File: src/rtl/ime_sad_search_if.sv
// ---------------------------------------------------------------------------
// ime_sad_search_if
//
// Purpose:
//   Pixel stream handshake between a pixel source and the integer motion
//   estimation SAD search block. A transfer happens on a rising clock edge
//   when pix_valid and pix_ready are both high.
//
// Signals:
//   pix_in     pixel value, PIX_W bits, driven by the source
//   pix_valid  pix_in carries a valid pixel, driven by the source
//   pix_ready  the sink accepts pix_in this cycle, driven by the sink
//
// Modports:
//   master  pixel source (drives pix_in / pix_valid, observes pix_ready)
//   slave   pixel sink   (observes pix_in / pix_valid, drives pix_ready)
// ---------------------------------------------------------------------------
interface ime_sad_search_if #(
  parameter int PIX_W = 8
);

  logic [PIX_W-1:0] pix_in;
  logic             pix_valid;
  logic             pix_ready;

  modport master (
    output pix_in,
    output pix_valid,
    input  pix_ready
  );

  modport slave (
    input  pix_in,
    input  pix_valid,
    output pix_ready
  );

endinterface

File: src/rtl/ime_sad_search.sv
// ---------------------------------------------------------------------------
// ime_sad_search
//
// Purpose:
//   Integer motion estimation stage. Loads one 4x4 current block, then
//   streams the reference pixels of NCAND integer candidate positions,
//   accumulates the sum of absolute differences (SAD) per candidate and
//   keeps the minimum. The winning candidate index (best_pos) feeds the
//   pix_pos input of the downstream fractional ME block.
//
// Ports:
//   clk       system clock, rising edge
//   rst       asynchronous active-low reset
//   start     one-cycle request to begin a search, honoured only in IDLE
//   pix       pixel stream (slave side): BLK_PIX current pixels first, then
//             NCAND*BLK_PIX reference pixels, candidate-major, raster order
//   best_pos  index of the minimum-SAD candidate (lowest index on ties)
//   best_sad  SAD of best_pos
//   busy      high from start acceptance through the last candidate compare
//   done      one-cycle pulse while the result is valid (FINISH state)
// ---------------------------------------------------------------------------
module ime_sad_search #(
  parameter int PIX_W   = 8,
  parameter int BLK_PIX = 16,
  parameter int NCAND   = 256,
  parameter int SAD_W   = 12
) (
  input  logic                     clk,
  input  logic                     rst,
  input  logic                     start,
  ime_sad_search_if.slave          pix,
  output logic [$clog2(NCAND)-1:0] best_pos,
  output logic [SAD_W-1:0]         best_sad,
  output logic                     busy,
  output logic                     done
);

  localparam int CNT_W  = $clog2(BLK_PIX);
  localparam int CAND_W = $clog2(NCAND);

  localparam logic [CNT_W-1:0]  PIX_LAST  = CNT_W'(BLK_PIX - 1);
  localparam logic [CAND_W-1:0] CAND_LAST = CAND_W'(NCAND - 1);
  localparam logic [CNT_W-1:0]  PIX_ONE   = CNT_W'(1);
  localparam logic [CAND_W-1:0] CAND_ONE  = CAND_W'(1);

  typedef enum logic [1:0] {
    IDLE,
    LOAD_CUR,
    SEARCH,
    FINISH
  } state_t;

  state_t              state;
  logic [CNT_W-1:0]    pix_cnt;
  logic [CAND_W-1:0]   cand_cnt;
  logic [SAD_W-1:0]    sad_acc;
  logic [PIX_W-1:0]    cur [BLK_PIX];
  logic                ready;

  logic [PIX_W-1:0]    cur_pix;
  logic [PIX_W-1:0]    diff;
  logic [SAD_W-1:0]    sad_next;

  // pix_ready is a registered output; it is only ever high in LOAD_CUR and
  // SEARCH, so "ready && pix_valid" is the transfer condition in those states.
  assign pix.pix_ready = ready;

  // Absolute difference against the current-block pixel at the same raster
  // position, and the running SAD including this pixel. The subtraction is
  // ordered so the PIX_W-wide result never wraps. SAD_W is wide enough for
  // BLK_PIX maximal differences, so the sum needs no saturation.
  always_comb begin
    cur_pix  = cur[pix_cnt];
    diff     = (pix.pix_in >= cur_pix) ? (pix.pix_in - cur_pix)
                                       : (cur_pix - pix.pix_in);
    sad_next = sad_acc + SAD_W'(diff);
  end

  // Search controller. All outputs are registered here so that busy, done
  // and pix_ready change together with the state they belong to: entering
  // FINISH raises done and drops busy/pix_ready on the same edge that takes
  // the final reference pixel, so done is high in the following cycle.
  always_ff @(posedge clk or negedge rst) begin
    if (!rst) begin
      state    <= IDLE;
      ready    <= 1'b0;
      busy     <= 1'b0;
      done     <= 1'b0;
      best_pos <= '0;
      best_sad <= '1;
      pix_cnt  <= '0;
      cand_cnt <= '0;
      sad_acc  <= '0;
      for (int i = 0; i < BLK_PIX; i++) begin
        cur[i] <= '0;
      end
    end else begin
      done <= 1'b0;

      case (state)
        // Waiting for a request. The previous result stays on best_pos /
        // best_sad until a new search is actually accepted.
        IDLE: begin
          if (start) begin
            state    <= LOAD_CUR;
            busy     <= 1'b1;
            ready    <= 1'b1;
            pix_cnt  <= '0;
            cand_cnt <= '0;
            sad_acc  <= '0;
            best_sad <= '1;
            best_pos <= '0;
          end
        end

        // Capture the current block in raster order.
        LOAD_CUR: begin
          if (pix.pix_valid) begin
            cur[pix_cnt] <= pix.pix_in;
            if (pix_cnt == PIX_LAST) begin
              pix_cnt <= '0;
              state   <= SEARCH;
            end else begin
              pix_cnt <= pix_cnt + PIX_ONE;
            end
          end
        end

        // Accumulate one candidate at a time. The compare is strict, so an
        // equal SAD from a later candidate never displaces an earlier one.
        // cand_cnt simply wraps after the last candidate; the wrapped value
        // is never used because the state leaves SEARCH on that edge.
        SEARCH: begin
          if (pix.pix_valid) begin
            if (pix_cnt == PIX_LAST) begin
              if (sad_next < best_sad) begin
                best_sad <= sad_next;
                best_pos <= cand_cnt;
              end
              sad_acc  <= '0;
              pix_cnt  <= '0;
              cand_cnt <= cand_cnt + CAND_ONE;
              if (cand_cnt == CAND_LAST) begin
                state <= FINISH;
                busy  <= 1'b0;
                ready <= 1'b0;
                done  <= 1'b1;
              end
            end else begin
              sad_acc <= sad_next;
              pix_cnt <= pix_cnt + PIX_ONE;
            end
          end
        end

        // Single result cycle; start is deliberately not looked at here.
        FINISH: begin
          state <= IDLE;
        end

        default: begin
          state <= IDLE;
          ready <= 1'b0;
          busy  <= 1'b0;
        end
      endcase
    end
  end

endmodule

File: src/flat_wrapper.sv
// flat-port wrapper written by rule: the top's interface ports become plain ports
module ime_sad_search_flat 
#(
  parameter int PIX_W   = 8,
  parameter int BLK_PIX = 16,
  parameter int NCAND   = 256,
  parameter int SAD_W   = 12
)
  (clk, rst, start, best_pos, best_sad, busy, done, pix_pix_in, pix_pix_valid, pix_pix_ready);
  ime_sad_search_if #(.PIX_W(PIX_W)) pix_i ();
  input  logic clk;
  input  logic rst;
  input  logic start;
  output logic [$clog2(NCAND)-1:0] best_pos;
  output logic [SAD_W-1:0] best_sad;
  output logic busy;
  output logic done;
  input wire logic [$bits(pix_i.pix_in)-1:0] pix_pix_in;
  input wire logic [$bits(pix_i.pix_valid)-1:0] pix_pix_valid;
  output wire logic [$bits(pix_i.pix_ready)-1:0] pix_pix_ready;
  assign pix_i.pix_in = pix_pix_in;
  assign pix_i.pix_valid = pix_pix_valid;
  assign pix_pix_ready = pix_i.pix_ready;
  ime_sad_search #(.PIX_W(PIX_W), .BLK_PIX(BLK_PIX), .NCAND(NCAND), .SAD_W(SAD_W)) u_core (.clk(clk), .rst(rst), .start(start), .pix(pix_i), .best_pos(best_pos), .best_sad(best_sad), .busy(busy), .done(done));
endmodule
File: config.mk
export PLATFORM = sky130hd
export DESIGN_NAME = ime_sad_search_flat
export DESIGN_NICKNAME = d
export VERILOG_FILES = /design/src/rtl/ime_sad_search_if.sv /design/src/rtl/ime_sad_search.sv /design/src/flat_wrapper.sv
export SDC_FILE = /design/constraint.sdc
export NUM_CORES = 1
export LEC_CHECK = 0
export ABC_AREA = 1
export BUFFER_PORTS_ARGS = -buffer_cell sky130_fd_sc_hd__buf_2
export CORE_ASPECT_RATIO = 1.25
export CORE_MARGIN = 2
export CORE_UTILIZATION = 36
export CTS_BUF_LIST = sky130_fd_sc_hd__clkbuf_8
export DETAILED_ROUTE_END_ITERATION = 6
export MAX_ROUTING_LAYER = met4
export PLACE_DENSITY = 0.47
export SKIP_LAST_GASP = 1
export SLEW_MARGIN = 10
export SYNTH_ARGS = -nofsm -noshare
export SYNTH_HDL_FRONTEND = slang
export SYNTH_SLANG_ARGS = --single-unit
File: constraint.sdc
create_clock -name clk -period 9.2 [get_ports clk]
set_input_delay 0.46 -clock clk [delete_from_list [all_inputs] [get_ports clk]]
set_output_delay 0.46 -clock clk [all_outputs]
set_load 0.03 [all_outputs]
Word-level counts from Yosys, hierarchy flattened
Index checks and enable logic that the tools add are counted.

Register bits after elaboration: 176. Word-level logic and storage cells: 103.

$add $sub $neg: 5. $lt $le $gt $ge: 4. Equal/unequal tests: 13. Mux-type cells: 44. Bitwise logic cells: 1. Reductions and logical operators: 12.

Operators with widths (count): bitwise mux 128 bit (1); two-way mux 12 bit (7); two-way mux 8 bit (10); case mux 12 bit (2 select lines) (2); binary-select mux 8 bit (select 4 bit) (1); demux 8 bit (select 4 bit) (1); case mux 8 bit (2 select lines) (2); subtractor 8 bit (2); adder 12 x 8 -> 12 bit (1); less-than comparator 12 bit (1); two-way mux 2 bit (6); two-way mux 4 bit (3); != test 2 x 1 -> 1 bit, second input constant (5); AND reduction 5 bit (2); adder 8 x 1 -> 8 bit, second input constant (1); == test 8 bit, second input constant (1); >= comparator 8 bit (1); two-way mux 1 bit (8); case mux 2 bit (4 select lines) (1); case mux 4 bit (2 select lines) (1); != test 2 bit, second input constant (3); AND reduction 3 bit (2); AND reduction 6 bit (1); >= comparator 5 bit, second input constant (1); 13 further kinds (15).

Longest topological paths before layout
Depth in word-level cells: 12. Mapped depth: 40. Mapped depth without buffers: 37.

Worst setup path after synthesis
OpenSTA, ideal clock, no wires.

Kind: reg2reg. Start point: reg u_core.pix_cnt[0]. End point: reg u_core.best_pos[5]. Library setup time: 118 ps. Arrival time: 4485 ps. Required time: 9082 ps. Path slack: 4598 ps. Cell stages (with the launch flop): 37. Path buffers: 3. Cells stage by stage: dfrtp_1 -> inv_1 -> buf_2 -> buf_2 -> nor2_1 -> o22ai_1 -> nand2_1 -> nand4_1 -> ha_1 -> inv_1 -> fa_1 -> nand3_1 -> nand2_1 -> o21ai_1 -> nand2_2 -> inv_2 -> o21ai_1 -> o21ai_1 -> inv_1 -> ha_1 -> nand2_1 -> nand3_1 -> nand3_1 -> nand3_1 -> nand2_1 -> nand2_1 -> ha_1 -> nand2_1 -> nor2_1 -> inv_1 -> nor2_1 -> nand2_1 -> nand2_1 -> nand2_2 -> buf_2 -> nand3b_1 -> nand2_1.

Longest elaborated chain between the ends: 10.

RTL lines: from (decl) (line ime_sad_search.sv:54) `logic [CNT_W-1:0] pix_cnt;`; from (signal assigned) (line ime_sad_search.sv:124) `pix_cnt <= pix_cnt + PIX_ONE;`; from (signal assigned) (line ime_sad_search.sv:151) `pix_cnt <= pix_cnt + PIX_ONE;`; NOT 4 -> 5 bit (not written as such) (line ime_sad_search.sv:73) `cur_pix = cur[pix_cnt];`; binary-select mux 8 bit (select 4 bit) (line ime_sad_search.sv:73); two-way mux 8 bit (not written as such) (2 in series) (line ime_sad_search.sv:73); subtractor 8 bit, or another cell as far along (line ime_sad_search.sv:75) `: (cur_pix - pix.pix_in);`; two-way mux 8 bit (line ime_sad_search.sv:74) `diff = (pix.pix_in >= cur_pix) ? (pix.pix_in - cur_pix)`; adder 12 x 8 -> 12 bit (line ime_sad_search.sv:76) `sad_next = sad_acc + SAD_W'(diff);`; less-than comparator 12 bit (line ime_sad_search.sv:136) `if (sad_next < best_sad) begin`; != test 2 x 1 -> 1 bit (no source line); AND reduction 5 bit (no source line) (*); to (signal assigned) (line ime_sad_search.sv:138) `best_pos <= cand_cnt;`; to (decl) (line ime_sad_search.sv:32) `output logic [$clog2(NCAND)-1:0] best_pos,`.

Mark *: on every way between the ends. The rest lies on a longest branch, timed or not. The select of a mux whose other input is x is not followed. A chain may end at the register's enable or synchronous reset.

Worst setup path in the final report
Start point: reg u_core.pix_cnt[0]. End point: reg u_core.best_pos[4].

The elaborated chain is that of the path after synthesis.

==> impl_metrics.csv <==
group,metric,value,unit
sta,timing.hold.ws,68.94,ps
floorplan,num_rows,67,
sta,worst_slew_pin_slew,940.4,ps
setup_path,max_stage_delay,530,ps
floorplan,dieHeight,188.1,µm
setup_path,r2r_slack,2940,ps
place,post_dp_cell_area,10070,µm²
pwr,p_clk_frac,0.141,
place,gp_congestion,0.8643,
cts,tritoncts,"yes",
final_layout,final_common_cell,"nand2_1",
sta,finalSetupViolCount,0,
cts,cts_resized,0,
floorplan,die_w,151.3,µm
pwr,power_frac_seq,0.251,
synthesis,ys_seq_area_frac,0.4527,
sta,period_needed,6264,ps
pwr,powerDensity,413.1,nW/µm²
floorplan,coreArea,26740,µm²
grt,grt_overflow,0,
synthesis,synth_area,9762,µm²
setup_path,end_kind,"flip-flop",
synthesis,yosysWarnings,0,
cts,cts_root_buf,"clkbuf_8",
cts,cts-hold-fix-buffers,0,
grt,grt_pass1_vias,8032,
synthesis,ys_ff_latch,176,
floorplan,ioPinCount,35,
cts,cts.clk_slew.worst_paths,100,ps
grt,track_usage,0.2099,
routing,vias,8017,
sta,setup_ws,2936,ps
setup_path,r2r-end,"u_core.best_pos[4]",
routing,drt_iter0_markers,439,
grt,grt_pass1_wl,44640,µm
sta,min_period_over_period,0.6809,
final_layout,fillers,2849,
routing,avgRoutedWirePerCell,17.06,µm
sta,finClkSkew,18.51,ps
setup_path,cp-start-kind,"flip-flop",
final_layout,fin_area,10510,µm²
synthesis,synthCells,1249,
cts,numCtsBuffers,17,
worst_hold_path,min_path_type,"in -> async",
synthesis,syn_avg_cell_area,7.816,µm²
cts,cts.path.max_buffers,2,
sta,slew_headroom,0.3731,
setup_path,cp_slowest_cell,"inv_2",
cts,post_cts_buffers,0,
pwr,p_sw_frac,0.5080,
cts,clock_latency,480,ps
sta,finalHoldViolCount,0,
cts,htreeDepth,4,
sta,fmax,0.1596,GHz
setup_path,crit_fanout,43,
floorplan,start_util,0.3650,
final_layout,diodes,0,
routing,drc_errors,0,
final_layout,fin_nets,1308,
setup_path,crit_top_cell,"nand2_1",
status,status,"finished, final reports clean",
sta,rsz0062_at_grt,"false",
place,io_buffers,34,
sta,fin_tns_setup,0,ps
routing,dr.pass1.iters,5,
setup_path,crit_required,9560,ps
floorplan,die_area,28460,µm²
final_layout,mostFrequentLayoutCells,"nand2_1 (377), o21ai_0 (199), dfrtp_1 (163)",
final_layout,final_layout_size_suffix_gt1_frac,0.09019,
setup_path,crit_start,"u_core.pix_cnt[0]",
setup_path,endpoint,"u_core.best_pos[4]",
routing,viasPerCell,4.983,
place,hpwl,18890,µm
final_layout,area_growth,7.639,%
pwr,finalPower,4.340,mW
grt,grt_start_max_net_pins,112,
pwr,total_leakage_power,5.276,nW
routing,final_antenna_net_count,0,
pwr,ir_drop,203.1,µV
pwr,switchingPower,2.205,mW
setup_path,arrival,6630,ps
synthesis,synth.net_count,1306,
grt,antenna_found_initial,0,
pwr,internal_power,2.135,mW
setup_path,reg2reg_depth,36,
job,drv_cap,0,
place,dp_slack,2942,ps
synthesis,ys_types,38,
pwr,combPwrFrac,0.609,
sta,slew_viol_final,0,
routing,wirelength,27450,µm
setup_path,critPathKind,"reg -> reg",
cts,cts_sinks,176,
setup_path,r2r_start,"u_core.pix_cnt[0]",
-- cell type report --
type | instances | area (µm²) | area share
multi-input cells | 903 | 4562 | 0.4342
clock buffers | 17 | 234.0 | 0.02227
inverters | 112 | 425.4 | 0.04049
flip-flops and latches | 176 | 4420 | 0.4207
well taps | 345 | 431.7 | 0.04108
clock inverters | 15 | 202.7 | 0.01929
repair buffers | 41 | 231.5 | 0.02203
-- state kept, by name (all words and copies together) (netlist names), 2 cells and up --
name	cells
u_core.pix_cnt	4
u_core.sad_acc	12
u_core.state	2
u_core.best_sad	12
u_core.best_pos	8
u_core.cand_cnt	8
u_core.cur	128
-- cell families after synthesis --
family,Yosys count,share of synthesized area
AO/OA/AOI/OAI,282,0.1512
XOR/XNOR,13,0.01166
flip-flops,176,0.4527
AND/OR/NAND/NOR,562,0.2434
multiplexers,1,0.001025
adder cells (fa/ha/maj),45,0.05998
buffers and inverters,170,0.07998
-- layer usage --
metal,global-route usage,up-vias,share of wire
li1,-,4064,-
met1,0.2542,3761,0.44
met2,0.3561,148,0.51
met3,0.02968,44,0.028
met4,0.07081,0,0.028
met5,-,-,0
-- power groups by stage --
stage          clock network, mW  registers [mW]  logic [mW]
5_1_grt                    0.663            1.11        3.07
6_report                   0.610            1.09        2.64
4_1_cts                    0.634            1.09        2.69
3_3_place_gp                   0            1.10        2.68
3_5_place_dp                   0            1.10        2.68
2_1_floorplan                  0            1.14        1.94
-- worst min path at each step --
stage | depth (start not counted) | endpoint | slack [ps]
2_1_floorplan | 0 | u_core.best_pos[0] | 160
3_3_place_gp | 2 | u_core.best_pos[2] | 450
3_5_place_dp | 2 | u_core.best_pos[6] | 460
4_1_cts | 1 | u_core.sad_acc[4] | 130
5_1_grt | 1 | u_core.sad_acc[4] | 130
6_report | 1 | u_core.sad_acc[4] | 70
-- worst max-delay path: cells and delay by family, from the launching register on --
family	cells	cell delay (ps)
AND/OR/NAND/NOR	19	2280
adder cells (fa/ha/maj)	4	1320
buffers and inverters	7	1360
flip-flops	1	410
AO/OA/AOI/OAI	6	760
-- synthesized netlist by cell type, drive strengths merged --
| cell | instances | area share |
|---|---|---|
| nand2 | 392 | 0.16 |
| o21ai | 217 | 0.11 |
| dfrtp | 164 | 0.42 |
| inv | 111 | 0.043 |
| nor2 | 95 | 0.039 |
| nand3 | 43 | 0.022 |
| ha | 42 | 0.054 |
| buf | 41 | 0.030 |
| o22ai | 35 | 0.022 |
| a21oi | 21 | 0.011 |
| clkbuf | 17 | 0.0065 |
| nand4 | 14 | 0.0090 |
| dfstp | 12 | 0.032 |
| xor2 | 12 | 0.011 |
| nand3b | 10 | 0.0077 |
| nor3 | 4 | 0.0026 |
| o21a | 4 | 0.0031 |
| fa | 3 | 0.0062 |
| a31oi | 2 | 0.0013 |
| nor4 | 2 | 0.0013 |
| a21boi | 1 | 0.00077 |
| a21o | 1 | 0.00077 |
| a22o | 1 | 0.00090 |
| and2 | 1 | 0.00064 |
| clkinv | 1 | 0.00090 |
| mux2i | 1 | 0.0010 |
| or2 | 1 | 0.00064 |
| xnor2 | 1 | 0.00090 |
-- through the flow --
| step | instances | util |
|---|---|---|
| 2_1_floorplan | 1249 | - |
| 3_3_place_gp | 1577 | 0.3766 |
| 3_5_place_dp | 1577 | 0.3766 |
| 4_1_cts | 1609 | 0.3929 |
| 5_1_grt | 1609 | 0.3929 |
| 6_report | 1609 | 0.3929 |
Note: power is estimated with default switching activity, not from simulation.
